[config.mk]
export PLATFORM = sky130hd
export DESIGN_NAME = sparse_weight_packer
export DESIGN_NICKNAME = d
export VERILOG_FILES = /design/src/rtl/sparse_weight_packer.sv
export SDC_FILE = /design/constraint.sdc
export NUM_CORES = 1
export LEC_CHECK = 0
export CORE_UTILIZATION = 53
export CTS_BUF_LIST = sky130_fd_sc_hd__clkbuf_8 sky130_fd_sc_hd__clkbuf_16
export DETAILED_ROUTE_END_ITERATION = 12
export HOLD_SLACK_MARGIN = 0.03
export PLACE_DENSITY = 0.85
export SYNTH_ARGS = -nofsm -noshare
export SYNTH_HDL_FRONTEND = slang
export SYNTH_SLANG_ARGS = --single-unit
[constraint.sdc]
create_clock -name clk -period 2.68 [get_ports clk]
set_input_delay 0.536 -clock clk [delete_from_list [all_inputs] [get_ports clk]]
set_output_delay 0.536 -clock clk [all_outputs]
set_load 0.05 [all_outputs]
[src/rtl/sparse_weight_packer.sv]
// sparse_weight_packer: write-side encoder for the sparse weight memory.
// Accepts a dense signed weight stream and drops the zero or pruned values.
// Each surviving weight is written to the BRAM port as one {index, value} word,
// where index is the element's dense position within the current tensor.
//
// Handshake: an element transfers on a rising edge where in_valid && in_ready.
// in_ready is high for the whole RUN state and low in IDLE. No other
// backpressure is applied.
//
// Optional feature macro: SPARSE_PACK_THRESH_EN. When it is defined, the
// thresh port exists and an element is kept iff |in_data| > thresh.
// Without it, an element is kept iff in_data != 0.
module sparse_weight_packer #(
    parameter int DEPTH       = 1024,
    parameter int INDEX_WIDTH = 12,
    parameter int VALUE_WIDTH = 16
) (
    input  logic                               clk,
    input  logic                               rst_n,
    input  logic                               start,
    input  logic                               in_valid,
    output logic                               in_ready,
    input  logic [VALUE_WIDTH-1:0]             in_data,
    input  logic                               in_last,
`ifdef SPARSE_PACK_THRESH_EN
    input  logic [VALUE_WIDTH-1:0]             thresh,
`endif
    output logic                               wr_en,
    output logic [$clog2(DEPTH)-1:0]           wr_addr,
    output logic [INDEX_WIDTH+VALUE_WIDTH-1:0] wr_data,
    output logic                               busy,
    output logic                               done,
    output logic [$clog2(DEPTH):0]             nnz_count,
    output logic                               overflow,
    output logic                               idx_err
);

    localparam int AW = $clog2(DEPTH);
    localparam int CW = AW + 1;
    localparam int IW = INDEX_WIDTH;
    localparam int VW = VALUE_WIDTH;

    localparam logic [CW-1:0] NNZ_FULL = CW'(DEPTH);
    localparam logic [CW-1:0] NNZ_ONE  = {{(CW-1){1'b0}}, 1'b1};
    localparam logic [IW:0]   IDX_ONE  = {{IW{1'b0}}, 1'b1};

    typedef enum logic {
        IDLE = 1'b0,
        RUN  = 1'b1
    } state_t;

    state_t               state_q, state_d;
    logic                 in_ready_q, in_ready_d;
    logic                 busy_q, busy_d;
    logic                 done_q, done_d;
    logic                 wr_en_q, wr_en_d;
    logic [AW-1:0]        wr_addr_q, wr_addr_d;
    logic [IW+VW-1:0]     wr_data_q, wr_data_d;
    logic [CW-1:0]        nnz_q, nnz_d;
    logic                 overflow_q, overflow_d;
    logic                 idx_err_q, idx_err_d;
    // The extra MSB marks that the dense index has run past 2^IW-1.
    // The counter saturates there, so the error condition stays visible.
    logic [IW:0]          idx_q, idx_d;

    logic                 keep;

`ifdef SPARSE_PACK_THRESH_EN
    logic [VW-1:0]        magnitude;
    // Magnitude as an unsigned VW-bit value, so the most negative input maps to 2^(VW-1).
    always_comb begin
        magnitude = in_data[VW-1] ? (~in_data + {{(VW-1){1'b0}}, 1'b1}) : in_data;
        keep      = (magnitude > thresh);
    end
`else
    // Keep every non-zero weight.
    always_comb begin
        keep = (in_data != '0);
    end
`endif

    // Next-state and next-output logic for the IDLE/RUN controller.
    always_comb begin
        state_d    = state_q;
        in_ready_d = in_ready_q;
        busy_d     = busy_q;
        done_d     = 1'b0;
        wr_en_d    = 1'b0;
        wr_addr_d  = wr_addr_q;
        wr_data_d  = wr_data_q;
        nnz_d      = nnz_q;
        overflow_d = overflow_q;
        idx_err_d  = idx_err_q;
        idx_d      = idx_q;

        case (state_q)
            IDLE: begin
                if (start) begin
                    state_d    = RUN;
                    in_ready_d = 1'b1;
                    busy_d     = 1'b1;
                    nnz_d      = '0;
                    overflow_d = 1'b0;
                    idx_err_d  = 1'b0;
                    idx_d      = '0;
                end
            end
            RUN: begin
                if (in_valid) begin
                    if (idx_q[IW]) begin
                        // No representable index is left, so drop the element.
                        idx_err_d = 1'b1;
                    end else begin
                        idx_d = idx_q + IDX_ONE;
                        if (keep) begin
                            if (nnz_q < NNZ_FULL) begin
                                wr_en_d   = 1'b1;
                                wr_addr_d = nnz_q[AW-1:0];
                                wr_data_d = {idx_q[IW-1:0], in_data};
                                nnz_d     = nnz_q + NNZ_ONE;
                            end else begin
                                overflow_d = 1'b1;
                            end
                        end
                    end
                    if (in_last) begin
                        state_d    = IDLE;
                        in_ready_d = 1'b0;
                        busy_d     = 1'b0;
                        done_d     = 1'b1;
                    end
                end
            end
            default: begin
                state_d    = IDLE;
                in_ready_d = 1'b0;
                busy_d     = 1'b0;
            end
        endcase
    end

    // Register the state and all outputs. Reset is asynchronous and clears everything.
    always_ff @(posedge clk or negedge rst_n) begin
        if (!rst_n) begin
            state_q    <= IDLE;
            in_ready_q <= 1'b0;
            busy_q     <= 1'b0;
            done_q     <= 1'b0;
            wr_en_q    <= 1'b0;
            wr_addr_q  <= '0;
            wr_data_q  <= '0;
            nnz_q      <= '0;
            overflow_q <= 1'b0;
            idx_err_q  <= 1'b0;
            idx_q      <= '0;
        end else begin
            state_q    <= state_d;
            in_ready_q <= in_ready_d;
            busy_q     <= busy_d;
            done_q     <= done_d;
            wr_en_q    <= wr_en_d;
            wr_addr_q  <= wr_addr_d;
            wr_data_q  <= wr_data_d;
            nnz_q      <= nnz_d;
            overflow_q <= overflow_d;
            idx_err_q  <= idx_err_d;
            idx_q      <= idx_d;
        end
    end

    assign in_ready  = in_ready_q;
    assign busy      = busy_q;
    assign done      = done_q;
    assign wr_en     = wr_en_q;
    assign wr_addr   = wr_addr_q;
    assign wr_data   = wr_data_q;
    assign nnz_count = nnz_q;
    assign overflow  = overflow_q;
    assign idx_err   = idx_err_q;

endmodule

==> flow_metrics.tcl, run 1 <==
set metrics [dict create \
    num_vias 2371 \
    p_per_area_nw_per_um2 915.8 \
    max_slew_margin 0.4322 \
    core_region_area_um2 5574 \
    rows 27 \
    layout_commonest_cell "clkdlybuf4s50_1" \
    fin_crit_sh 0.8414 \
    start_util 0.5547 \
    viasPerCell 5.672 \
    synth.largest_area_cell "dfrtp_1" \
    cp_slowest_stage_delay_ps 860 \
    cap_violations 0 \
    layout_common_cells "74 x clkdlybuf4s50_1, 68 x dfrtp_1, 24 x mux2_2, 14 x nand2_1" \
    ctsHtreeMaxLevel 3 \
    die_w_um 78.38 \
    status "finished, final reports clean" \
    synth_seq_area_share 0.5504 \
    grt_pass1_wl_um 11540 \
    synth-edff-count 0 \
    cp_max_fo 9 \
    synth_top_area_frac 0.5504 \
    ys_seq_elements 68 \
    area_delta_synth_final_pct 36.22 \
    cp.required_ps 2140 \
    cts_resized 0 \
    dp_cells 402 \
    arrival_ps 1720 \
    hold_slack_ps 373.3 \
    postCtsSetupBuffers 0 \
    timing.fmax_ghz 0.4435 \
    fp.dieH_um 78.38 \
    critPathKind "reg -> out" \
    ios 76 \
    final_cells 418 \
    final_hold_viol_count 0 \
    nFillCells 353 \
    io_buffers 75 \
    synth_area_per_cell_um2 12.22 \
    cts_buffer_depth 2 \
    holdCritPathClass "in -> async" \
    synth_area_um2 3092 \
    overflow 0 \
    syn_inst 253 \
    path_cells "clkdlybuf4s50_1" \
    critPathCaptureType "output port" \
    wl_per_cell_um 16.31 \
    synth-main-ff-cell "dfrtp_1" \
    antenna_found_initial 0 \
    yosysWarningCount 0 \
    first_pass_iters 4 \
    nets 364 \
    cp-start-kind "flip-flop" \
    wl_um 6816 \
    clock-sinks 68 \
    cts_buffers 9 \
    dieArea_um2 6143 \
    cts.clk_slew.worst_paths_ps 70 \
    tightest_slew_ps 851.8 \
    cts_tree "built" \
    crit_start "nnz_count[2]" \
    reg2reg_from "state_q" \
    finClkSkew_ps 5.227 \
    grt_pass1_vias 2354 \
    maxSlewViolCount 0 \
    detailed_place_hpwl_um 4625 \
    post-route-util 0.7556 \
    synth_top_cells_by_area "dfrtp_1 55%, mux2_2 8.7%, mux2_4 4.9%" \
    clockRootBuffer "clkbuf_8" \
    ir_drop_mv 0.6345 \
    finalSetupTns_ps 0 \
    period_minus_slack_ps 2255 \
    final_antenna_net_count 0 \
    setup_viol_count_final 0 \
    num_antenna_cells 0 \
    syn-num-nets 276 \
    gp_congestion 0.8452 \
    critPathTopFamily "buffers and inverters" \
    clock_latency_ps 350 \
    ctsHoldBuffers 0 \
    cp_num_buf_inv 1 \
    rsz0062_at_grt "no" \
    drt-initial-drc-count 175 \
    leakage_uw 0.001868 \
    async_reset_ff_frac 1.000 \
    grt_max_degree 69 \
    drive_gt1_frac 0.2052 \
    drc 0 \
    synthDistinctLibCells 48 \
    track_usage 0.2480 \
    crit_path_top_delay_cell "clkdlybuf4s50_1" \
]
## power breakdown
part / total [µW] / switching, µW / internal [µW]
logic: 1450 / 888 / 565
clock network: 982 / 385 / 597
registers: 1420 / 202 / 1220
total: 3860 / 1470 / 2380
## area by class of cell
class / instances / area, µm² / area share
clock buffer: 12 / 165.2 / 0.03922
clock inverter: 4 / 71.32 / 0.01693
inverter: 3 / 11.26 / 0.002674
multi-input combinational: 170 / 1296 / 0.3078
sequential: 68 / 1702 / 0.4040
tap: 72 / 90.09 / 0.02139
timing repair buffer: 89 / 875.8 / 0.2080
## cells in the mapped netlist (4+ instances only)
cell type	number
mux2_4	10
mux2_1	4
dfrtp_1	68
nand2_1	14
nor2_1	11
a31oi_1	4
buf_6	4
clkbuf_1	4
or3_1	7
nand2b_1	4
mux2_2	24
nor4_1	7
nand3_1	9
a21oi_1	10
o21ai_0	12
## logic make-up after synthesis
| group | share of synthesized area |
|---|---|
| AO/OA/AOI/OAI | 0.1012 |
| buffers and inverters | 0.03035 |
| AND/OR/NAND/NOR | 0.1453 |
| multiplexers | 0.1505 |
| adder cells (fa/ha/maj) | 0.008093 |
| flip-flops | 0.5504 |
| XOR/XNOR | 0.01417 |
## stage by stage
step	setup WS (ps)	total power (µW)	instance area, µm²
2_1_floorplan	738.1	2374	3092
3_3_place_gp	250.2	2849	3975
3_5_place_dp	87.60	2889	3975
4_1_cts	415.8	3879	4212
5_1_grt	369.9	4026	4212
6_report	425.1	3857	4212
## worst paths after layout
| path | to | slack [ps] | cells after the start |
|---|---|---|---|
| hold / removal | wr_data[17] | 370 | 2 |
| setup reg to reg | idx_q[9] | 800 | 4 |
| max in group asynchronous | nnz_count[8] | 1750 | 2 |
| hold reg to reg | wr_addr[7] | 500 | 1 |
| min in group clk | wr_addr[7] | 500 | 1 |
| setup / recovery | nnz_count[2] | 430 | 1 |
## per-layer routing
metal | part of all wire | GRT usage | wire [µm] | vias to the layer above
met4 | 0.013 | 0.08519 | 87 | 0
met1 | 0.44 | 0.3253 | 2987 | 1160
met3 | 0.070 | 0.09535 | 480 | 10
met2 | 0.48 | 0.3763 | 3261 | 85
li1 | - | - | - | 1116
met5 | 0 | 0 | 0 | -
## sequential cells by signal (all words and copies together) (netlist names)
name,flops
wr_data,28
nnz_count,11
overflow,1
done,1
state_q,1
idx_err,1
busy,1
idx_q,13
wr_addr,10
wr_en,1
Note: power is estimated with default switching activity, not from simulation.
==> run 2: changes to the inputs <==
- CORE_UTILIZATION: 53 -> 44
- PLACE_DENSITY: 0.85 -> 0.75
- clock period: 2.68 -> 2 ns (I/O delays scaled with it)
==> flow_metrics.tcl, run 2 (synthesis results as in run 1) <==
set metrics [dict create \
    status "finished, final reports clean" \
    cts_buffer_depth 2 \
    leakage_uw 0.001931 \
    gp_congestion 0.7762 \
    total_power_uw 4888 \
    finalSetupTns_ps 0 \
    area_delta_synth_final_pct 38.16 \
    cts.clk_slew.worst_paths_ps 70 \
    drc 0 \
    die_w_um 85.83 \
    final_cells 456 \
    clockRootBuffer "clkbuf_8" \
    final_antenna_net_count 0 \
    cap_violations 0 \
    overflow 0 \
    period_minus_slack_ps 1956 \
    antenna_found_initial 0 \
    wl_um 6767 \
    cp_num_buf_inv 1 \
    postCtsSetupBuffers 0 \
    io_buffers 75 \
    cp.required_ps 1600 \
    wl_per_cell_um 14.84 \
    max_slew_margin 0.6501 \
    crit_path_top_delay_cell "clkdlybuf4s50_1" \
    grt_pass1_vias 2329 \
    path_cells "clkdlybuf4s50_1" \
    dp_cells 440 \
    swShare 0.4074 \
    track_usage 0.2066 \
    holdCritPathClass "in -> async" \
    timing.fmax_ghz 0.5113 \
    first_pass_iters 4 \
    netSwitchingPower_uw 1991 \
    final_hold_viol_count 0 \
    power.share.clock 0.206 \
    r2r_slack_ps 270 \
    ctsHoldBuffers 0 \
    num_vias 2419 \
    layout_commonest_cell "dfrtp_1" \
    start_util 0.4551 \
    ctsHtreeMaxLevel 3 \
    detailed_place_hpwl_um 4884 \
    largest_reg_flops 28 \
    core_region_area_um2 6794 \
    post-place-ws_ps -288.2 \
    p_per_area_nw_per_um2 1144 \
    nFillCells 562 \
    cts_resized 0 \
    ios 76 \
    num_antenna_cells 0 \
    drt-initial-drc-count 138 \
    setup_viol_count_final 0 \
    setup_slack_ps 44.31 \
    maxSlewViolCount 0 \
    cts_buffers 9 \
    post-route-util 0.6287 \
    viasPerCell 5.305 \
    nets 378 \
    arrival_ps 1560 \
    layout_common_cells "68 x dfrtp_1, 63 x clkdlybuf4s50_1, 36 x buf_4, 24 x mux2_2, 14 x nand2_1" \
    clock_latency_ps 350 \
    grt_max_degree 69 \
    cts_tree "built" \
    critPathTopFamily "buffers and inverters" \
    grt_pass1_wl_um 11550 \
    combinationalPowerShare 0.412 \
    critPathKind "reg -> out" \
    power_frac_seq 0.382 \
    cp_slowest_stage_delay_ps 830 \
    cp_max_fo 3 \
    dieArea_um2 7366 \
    fin_crit_sh 0.9778 \
    internal-power_uw 2897 \
    tightest_slew_ps 523.2 \
    rsz0062_at_grt "no" \
    rows 30 \
    critPathCaptureType "output port" \
    ir_drop_mv 0.6428 \
    fp.dieH_um 85.83 \
    cp-start-kind "flip-flop" \
    finClkSkew_ps 10.19 \
    clock-sinks 68 \
    drive_gt1_frac 0.2694 \
]
==> run 2: cell count changes in the layout (fill, tap and decap cells not counted), sizes merged <==
cell / previous run / this run
clkdlybuf4s50: 74 / 63
clkbuf: 12 / 10
bufinv: 2 / 0
clkinvlp: 1 / 2
clkinv: 0 / 3
buf: 15 / 40
==> run 2: layer usage <==
layer / vias up / track usage / part of all wire
met3: 10 / 0.03946 / 0.042
met1: 1190 / 0.2656 / 0.45
met5: - / 0 / 0
met2: 75 / 0.3338 / 0.49
li1: 1144 / - / -
met4: 0 / 0.1076 / 0.022
==> run 2: final timing paths <==
path	startpoint	end	cells past startpoint
worst max register to register	idx_q[12]	idx_q[10]	5
max in group asynchronous	rst_n	wr_data[1]	2
worst max-delay path	busy	busy	1
min in group clk	wr_addr[6]	wr_addr[6]	1
worst min register to register	wr_addr[6]	wr_addr[6]	1
worst min-delay path	rst_n	wr_data[13]	2
==> run 2: worst reg2reg max path, stage by stage, from the launching register on <==
cell and delay, ps:
dfrtp_1 410, and3b_1 320, buf_4 150, o211ai_1 180, or3_1 380, a21oi_1 200
==> run 2: final cells by class <==
cell class	instances	area (µm²)	share of cell area
sequential	68	1702	0.3984
multi-input combinational	170	1296	0.3035
timing repair buffer	103	965.9	0.2261
clock buffer	10	137.6	0.03222
tap	96	120.1	0.02812
clock inverter	6	38.79	0.009080
inverter	3	11.26	0.002636
==> run 2: stage by stage <==
stage | hold slack, ps | area (µm²)
final | 49.20 | 4272
after global routing | 83.27 | 4272
after CTS | 73.45 | 4272
after detailed placement | 450.6 | 4095
after global placement | 445.8 | 4095
after floorplan | 104.4 | 3092
==> run 2: power by group through the flow <==
stage | clock network (µW) | registers (µW) | logic, µW
final | 1010 | 1870 | 2010
after global routing | 1090 | 1910 | 2120
after CTS | 1030 | 1870 | 2030
after detailed placement | 0 | 1890 | 2020
after global placement | 0 | 1880 | 1990
after floorplan | 0 | 2670 | 516
==> run 3: changes to the inputs <==
- CORE_UTILIZATION: 44 -> 56
- DONT_BUFFER_PORTS: default -> 1
- PLACE_DENSITY: 0.75 -> 0.74
==> flow_metrics.tcl, run 3 (synthesis results as in run 1) <==
set metrics [dict create \
    final_antenna_net_count 0 \
    clock-sinks 68 \
    overflow 0 \
    ir_drop_mv 0.8703 \
    setup_viol_count_final 0 \
    drc 0 \
    start_util 0.5940 \
    dieArea_um2 5822 \
    drt-initial-drc-count 230 \
    cts.clk_slew.worst_paths_ps 70 \
    critPathCaptureType "flip-flop" \
    clockRootBuffer "clkbuf_8" \
    num_vias 2141 \
    largest_reg_flops 28 \
    rows 26 \
    clock_latency_ps 340 \
    track_usage 0.2226 \
    timing.fmax_ghz 0.5572 \
    layout_commonest_cell "dfrtp_1" \
    reg2reg_from "state_q" \
    maxSlewViolCount 0 \
    grt_pass1_wl_um 10050 \
    cts_tree "built" \
    ctsHtreeMaxLevel 3 \
    cp-start-kind "flip-flop" \
    antenna_found_initial 0 \
    viasPerCell 6.100 \
    die_w_um 76.30 \
    finClkSkew_ps 7.212 \
    leakage_uw 0.001641 \
    max_slew_margin 0.6036 \
    tightest_slew_ps 594.7 \
    fin_crit_sh 0.8973 \
    cap_violations 0 \
    post-route-util 0.6760 \
    wl_um 6007 \
    cts_buffers 9 \
    layout_common_cells "68 x dfrtp_1, 24 x mux2_2, 21 x buf_4, 14 x nand2_1, 12 x o21ai_0" \
    p_per_area_nw_per_um2 1282 \
    finalSetupTns_ps 0 \
    ios 76 \
    postCtsSetupBuffers 0 \
    cp.required_ps 2220 \
    period_minus_slack_ps 1795 \
    io_buffers 0 \
    gp_congestion 0.8197 \
    grt_max_degree 69 \
    rsz0062_at_grt "no" \
    critPathKind "reg -> reg" \
    cp_max_fo 10 \
    detailed_place_hpwl_um 4043 \
    status "finished, final reports clean" \
    num_antenna_cells 0 \
    crit_start "state_q" \
    worstHoldStart "start" \
    fp.dieH_um 76.30 \
    cts_buffer_depth 2 \
    final_hold_viol_count 0 \
    nets 300 \
    holdCritPathClass "in -> reg" \
    nFillCells 399 \
    area_delta_synth_final_pct 13.80 \
    arrival_ps 2020 \
    grt_pass1_vias 2134 \
    core_region_area_um2 5205 \
    drive_gt1_frac 0.2776 \
    first_pass_iters 4 \
    wl_per_cell_um 17.11 \
]
run 3: cell types whose count changed in the layout (fill, tap and decap cells not counted), sizes merged:
cell	before	now
bufinv	0	1
dlygate4sd3	0	1
clkdlybuf4s50	63	0
buf	40	24
clkinv	3	1
inv	4	6
clkinvlp	2	0
run 3: area by class of cell:
type	count	area, µm²	share of cell area
flip-flops and latches	68	1702	0.4836
multi-input cells	170	1299	0.3691
repair buffers	25	235.2	0.06686
clock buffers	10	137.6	0.03912
well taps	70	87.58	0.02489
clock inverters	5	46.29	0.01316
inverters	3	11.26	0.003201
run 3: metal layers:
layer | wire, µm | vias to the layer above | share of wire | track usage
li1 | - | 983 | - | -
met1 | 2642 | 1059 | 0.44 | 0.2877
met2 | 2766 | 87 | 0.46 | 0.3441
met3 | 465 | 12 | 0.077 | 0.05988
met4 | 132 | 0 | 0.022 | 0.1154
met5 | 0 | - | 0 | 0
run 3: path summary, 6_finish.rpt:
| kind | to | slack (ps) | cells past startpoint |
|---|---|---|---|
| max in group asynchronous | nnz_count[2] | 1110 | 2 |
| max | nnz_count[2] | 210 | 5 |
| max reg2reg | nnz_count[2] | 210 | 5 |
| min | idx_q[1] | 160 | 1 |
| min in group asynchronous | wr_data[27] | 590 | 2 |
| min reg2reg | wr_data[19] | 560 | 1 |
run 3: worst max-delay path, cell delays in order (launching register included):
cell and delay (ps):
dfrtp_1 500, nand3b_1 210, nor2_2 330, a21oi_1 150, buf_4 170, a211o_2 330
run 3: power by group:
| part | switching [µW] | internal, µW | leakage (µW) |
|---|---|---|---|
| registers | 850 | 1630 | 0.000884 |
| clock network | 486 | 588 | 0.000106 |
| logic | 541 | 420 | 0.000651 |
run 3: per-stage QoR:
step           instances  power, µW  hold slack (ps)  area, µm²  setup WS (ps)
2_1_floorplan        253       3181            104.4       3092          64.52
4_1_cts              351       4535            147.4       3516          61.95
5_1_grt              351       4699            168.1       3518          90.22
6_report             351       4510            159.7       3518          205.3
3_3_place_gp         334       3395            106.1       3294          112.6
3_5_place_dp         334       3429            106.4       3294          111.1
run 3: repair_timing:
action / CTS / global route
resized for setup: 0 / 1
endpoints found under the hold margin: 68 / 0
hold buffers: 2 / 0
endpoints found under the setup margin: 0 / 4
